==> src/rtl/psum_binarizer.sv <==
// Accumulates signed PE-column partial sums over N passes, thresholds each total
// to one activation bit and packs 9 bits per output word behind a one-entry skid.
module psum_binarizer #(
  parameter int WIDTH     = 14,
  parameter int ACC_WIDTH = 18,
  parameter int PASS_BITS = 6
) (
  input  logic                 clk_in,
  input  logic                 rst_in,
  input  logic                 clear_in,
  input  logic [PASS_BITS-1:0] num_pass_in,
  input  logic [ACC_WIDTH-1:0] threshold_in,
  input  logic                 psum_valid_in,
  input  logic [WIDTH-1:0]     psum_in,
  output logic                 psum_ready_out,
  output logic [8:0]           word_out,
  output logic                 word_valid_out,
  input  logic                 word_ready_in,
  output logic                 overflow_out
);

  typedef enum logic [1:0] {IDLE, ACCUM, STALL} state_t;

  localparam logic signed [ACC_WIDTH-1:0] ACC_MAX = {1'b0, {(ACC_WIDTH-1){1'b1}}};
  localparam logic signed [ACC_WIDTH-1:0] ACC_MIN = {1'b1, {(ACC_WIDTH-1){1'b0}}};

  state_t                 state;
  logic signed [ACC_WIDTH-1:0] acc;
  logic [PASS_BITS-1:0]   pass_cnt;
  logic [PASS_BITS-1:0]   num_pass_q;
  logic [3:0]             bit_cnt;
  logic [7:0]             pack;
  logic [8:0]             skid;

  logic                   accept;
  logic signed [ACC_WIDTH-1:0] psum_ext;
  logic signed [ACC_WIDTH:0]   sum_wide;
  logic                   sat_hi;
  logic                   sat_lo;
  logic                   sat_event;
  logic signed [ACC_WIDTH-1:0] acc_next;
  logic [PASS_BITS-1:0]   np_eff;
  logic                   last_pass;
  logic                   new_bit;
  logic [8:0]             new_word;

  assign psum_ready_out = (state != STALL);
  assign accept         = psum_valid_in && psum_ready_out && !clear_in;

  always_comb begin
    psum_ext  = {{(ACC_WIDTH-WIDTH){psum_in[WIDTH-1]}}, psum_in};
    sum_wide  = {acc[ACC_WIDTH-1], acc} + {psum_ext[ACC_WIDTH-1], psum_ext};
    sat_hi    = (sum_wide[ACC_WIDTH:ACC_WIDTH-1] == 2'b01);
    sat_lo    = (sum_wide[ACC_WIDTH:ACC_WIDTH-1] == 2'b10);
    sat_event = 1'b0;
    if (pass_cnt == '0) begin
      acc_next = psum_ext;
    end else if (sat_hi) begin
      acc_next  = ACC_MAX;
      sat_event = 1'b1;
    end else if (sat_lo) begin
      acc_next  = ACC_MIN;
      sat_event = 1'b1;
    end else begin
      acc_next = sum_wide[ACC_WIDTH-1:0];
    end
    // The pass count is latched at the first pass of a bit, so that pass must
    // already see the fresh configuration when deciding whether it is final.
    if (pass_cnt == '0)
      np_eff = (num_pass_in == '0) ? PASS_BITS'(1) : num_pass_in;
    else
      np_eff = num_pass_q;
    last_pass = (pass_cnt == np_eff - PASS_BITS'(1));
    new_bit   = (acc_next >= $signed(threshold_in));
    new_word  = {new_bit, pack};
  end

  always_ff @(posedge clk_in or negedge rst_in) begin
    if (!rst_in) begin
      state          <= IDLE;
      acc            <= '0;
      pass_cnt       <= '0;
      num_pass_q     <= PASS_BITS'(1);
      bit_cnt        <= '0;
      pack           <= '0;
      skid           <= '0;
      word_out       <= '0;
      word_valid_out <= 1'b0;
      overflow_out   <= 1'b0;
    end else if (clear_in) begin
      state          <= IDLE;
      acc            <= '0;
      pass_cnt       <= '0;
      bit_cnt        <= '0;
      pack           <= '0;
      skid           <= '0;
      word_valid_out <= 1'b0;
      overflow_out   <= 1'b0;
    end else if (state == STALL) begin
      if (word_ready_in) begin
        word_out <= skid;
        state    <= (pass_cnt == '0 && bit_cnt == '0) ? IDLE : ACCUM;
      end
    end else begin
      if (word_valid_out && word_ready_in)
        word_valid_out <= 1'b0;
      if (accept) begin
        if (pass_cnt == '0)
          num_pass_q <= np_eff;
        if (sat_event)
          overflow_out <= 1'b1;
        if (last_pass) begin
          acc      <= '0;
          pass_cnt <= '0;
          if (bit_cnt == 4'd8) begin
            bit_cnt <= '0;
            pack    <= '0;
            // A pending word that is not being taken this edge pushes the new one into the skid.
            if (word_valid_out && !word_ready_in) begin
              skid  <= new_word;
              state <= STALL;
            end else begin
              word_out       <= new_word;
              word_valid_out <= 1'b1;
              state          <= IDLE;
            end
          end else begin
            pack[bit_cnt[2:0]] <= new_bit;
            bit_cnt            <= bit_cnt + 4'd1;
            state              <= ACCUM;
          end
        end else begin
          acc      <= acc_next;
          pass_cnt <= pass_cnt + PASS_BITS'(1);
          state    <= ACCUM;
        end
      end
    end
  end

endmodule

==> config.mk <==
export PLATFORM = sky130hd
export DESIGN_NAME = psum_binarizer
export DESIGN_NICKNAME = d
export VERILOG_FILES = /design/src/rtl/psum_binarizer.sv
export SDC_FILE = /design/constraint.sdc
export NUM_CORES = 1
export LEC_CHECK = 0
export ABC_CLOCK_PERIOD_IN_PS = 4900
export CAP_MARGIN = 20
export CELL_PAD_IN_SITES_DETAIL_PLACEMENT = 1
export CELL_PAD_IN_SITES_GLOBAL_PLACEMENT = 1
export CORE_MARGIN = 2
export CORE_UTILIZATION = 39
export DETAILED_ROUTE_END_ITERATION = 7
export PLACE_DENSITY_LB_ADDON = 0.3
export REMOVE_ABC_BUFFERS = 1
export SLEW_MARGIN = 10
export SYNTH_ARGS = -nofsm -noshare
export SYNTH_HDL_FRONTEND = slang
export SYNTH_SLANG_ARGS = --single-unit
==> constraint.sdc <==
create_clock -name clk_in -period 4.9 [get_ports clk_in]
set_input_delay 1.47 -clock clk_in [delete_from_list [all_inputs] [get_ports clk_in]]
set_output_delay 1.47 -clock clk_in [all_outputs]
set_load 0.01 [all_outputs]
==> impl_metrics.toml <==
[clock_network]
cts.path.max_buffers = 2
clockRootBuffer = "clkbuf_16"
cts_tree = "done"
htreeDepth = 3
path_clk_slew_ps = 60
clock_latency_ps = 350
cts_sinks = 64
cts_made_buffers = 9

[sta]
tightest_slew_ps = 970
final.setup.tns_ps = -12990
fmax_ghz = 0.160
slew_headroom = 0.348
period_minus_slack_ps = 6240
rsz0062_at_grt = "true"
fin_ws_ps = -1340
post-route-period-util = 1.27
hold_viol_final = 0
finalSetupViolCount = 10
clock_skew_ps = 13.0
drv_slew = 0

[die]
core_area_mm2 = 0.0125
ios = 55
rows = 41
start_util = 0.396
die_w_um = 116
dieArea_mm2 = 0.0136
die_h_um = 116

[critical_path]
crit_type = "in -> reg"
regToRegSetupSlack_ps = -410
reg2regPathDepth = 24
arrival_ps = 6470
cp-end-kind = "flip-flop"
r2r-start = "acc[5]$_DFFE_PN0P_"
cp.required_ps = 5130
timing.rr.end = "skid[8]$_DFFE_PN0P_"
path_max_fanout = 4
setup.worst_path.start_class = "input pin"

[power]
p_int_w = 0.00156
power_leakage_nw = 3.38
power_frac_comb = 0.481
p_clk_frac = 0.271
power_density_mw_per_mm2 = 338
power_w = 0.00246
power_switching_w = 0.000908
p_sw_frac = 0.369
max-vdd-ir-drop_v = 0.000240
p_seq_frac = 0.247

[global_routing]
grt_pass1_vias = 5713
gr-total-overflow = 0
antenna_found_initial = 1
grt_start_max_net_pins = 41
grtUsageTotal = 0.296
grt_pass1_wl_mm = 30.7

[cells_and_area]
nFillCells = 1392
multi_input_area_mm2 = 0.00361
nets = 807
syn2layout_area_growth_pct = 47.5
layout.cells.non_filler = 895
drive_gt1_frac = 0.312
regArea_mm2 = 0.00160
design_area_mm2 = 0.00728

[synth]
yosys_most_used_dff = "dfrtp_1"
syn_area_per_cell_um2 = 8.78
ys_warn_count = 0
synth-edff-count = 0
syn_inst = 562
synth-async-reset-ratio = 1.00
synth_seq_cells = 64
seq_area_frac_synth = 0.325
synth_area_mm2 = 0.00493
ys_types = 59

[placement]
dp.cells = 849
dpl-instance-area_mm2 = 0.00623
gp_congestion = 0.880
portBuffers = 54
dp_hpwl_mm = 12.1
place_ws_ps = -2020

[min_path]
min_from = "word_out[1]$_DFFE_PN0P_"
hold-path-cell-count = 1
worstHoldEndpoint = "word_out[1]$_DFFE_PN0P_"
hold_path.class = "reg -> reg"

[routing]
drc = 0
wl_per_cell_um = 23.9
dr_total_vias = 5391
dr.first_iter.drc_count = 449
ant_nets = 0
vias_per_cell = 6.02
drt-pass1-iter-count = 5
drt-total-wl_mm = 21.4

[outcome]
violations = "negative setup slack"
outcome = "finished, violations left"

[job]
cap_violations = 0
[worst max-delay path, stage by stage]
cell and delay [ps]:
dlygate4sd2_1 260, ha_1 310, o21a_2 170, o211ai_1 440
buf_4 230, o2111ai_4 150, a31oi_4 230, o21bai_2 100
xnor2_2 280, inv_2 100, ha_4 190, inv_2 90
nor2_2 90, a21oi_2 200, o31ai_2 120, ha_1 350
nand4_1 210, nor3_2 250, o211ai_1 140, o211ai_1 140
mux2i_1 340, buf_4 210, buf_6 100, nor2_1 40
mux2_4 270
[cells in the final DEF (no fill, tap or decap), types with 9 or more instances in the layout]
cell type        instances
clkbuf_16                9
o21ai_0                 11
ha_4                    20
ha_1                    23
mux2i_1                 16
dfrtp_1                 63
a21oi_1                 46
nor3_1                   9
xor2_1                  17
nand2_1                 66
inv_1                   26
nor2_1                  36
clkdlybuf4s50_1         39
a22o_1                  13
buf_4                  111
mux2_2                  18
[Yosys cell counts (11+ instances only)]
cell | number | area (µm²)
nor3_1 | 11 | 55.1
mux2_2 | 21 | 236
a21oi_1 | 51 | 255
o21ai_0 | 24 | 120
ha_1 | 44 | 551
mux2i_1 | 16 | 160
nand2_1 | 66 | 248
dfrtp_1 | 63 | 1580
inv_1 | 29 | 109
clkbuf_1 | 17 | 63.8
nor2_1 | 40 | 150
xor2_1 | 17 | 149
a22o_1 | 13 | 114
[registers in the layout, indices dropped and copies added (netlist names)]
name	count
acc	18
skid	9
word_out	9
pack	8
num_pass_q	6
pass_cnt	6
bit_cnt	4
state	2
overflow_out	1
word_valid_out	1
[per-layer routing]
layer	vias up	part of all wire	wire length (µm)	GRT usage
met5	-	0	0	0
met4	0	0.048	1020	0.128
met3	86	0.057	1210	0.0597
met2	240	0.50	10700	0.517
met1	2713	0.40	8470	0.352
li1	2352	-	-	-
[worst max-delay path by stage]
| stage | from | end | slack (ps) | cells past startpoint |
|---|---|---|---|---|
| after floorplan | psum_in[0] | pack[0]$_DFFE_PN0P_ | -1100 | 21 |
| after global placement | psum_in[0] | pack[3]$_DFFE_PN0P_ | -1840 | 26 |
| after detailed placement | psum_in[0] | pack[3]$_DFFE_PN0P_ | -2020 | 25 |
| after CTS | psum_in[0] | skid[8]$_DFFE_PN0P_ | -860 | 26 |
| after global routing | psum_in[6] | skid[8]$_DFFE_PN0P_ | -1400 | 25 |
| final | psum_in[6] | skid[8]$_DFFE_PN0P_ | -1340 | 25 |
[kinds of logic after synthesis]
kind of cell,after synthesis,synth area share
AND/OR/NAND/NOR,174,0.169
flip-flops,64,0.325
buffers and inverters,57,0.0454
multiplexers,40,0.0872
XOR/XNOR,25,0.0444
adder cells (fa/ha/maj),45,0.116
AO/OA/AOI/OAI,157,0.214
[cell type report]
| cell class | count | area share |
|---|---|---|
| well taps | 172 | 0.0296 |
| repair buffers | 172 | 0.198 |
| clock buffers | 11 | 0.0347 |
| flip-flops and latches | 64 | 0.220 |
| diodes | 1 | 0.000344 |
| inverters | 31 | 0.0160 |
| multi-input cells | 441 | 0.495 |
| clock inverters | 3 | 0.00584 |
[stage by stage]
| step | util | hold slack [ps] |
|---|---|---|
| floorplan | - | 454 |
| global placement | 0.500 | 476 |
| detailed placement | 0.500 | 488 |
| CTS | 0.566 | 501 |
| global route | 0.584 | 522 |
| finish | 0.584 | 514 |
[power groups by stage]
stage               combinational [W]  sequential (W)  clock [W]
floorplan                    0.000434        0.000601          0
global placement             0.000784        0.000608          0
detailed placement           0.000820        0.000611          0
CTS                           0.00102        0.000607   0.000671
global route                  0.00125        0.000616   0.000695
finish                        0.00119        0.000610   0.000668
[timing repair]
item | CTS | global route
resized for setup | 100 | 27
cloned | 0 | 0
setup buffers | 26 | 7
hold buffers | 0 | 0
setup endpoints to repair | 27 | 10
pin swaps | 38 | 27
hold endpoints to repair | 0 | 0
No activity file was read; power rests on OpenSTA's default activity.
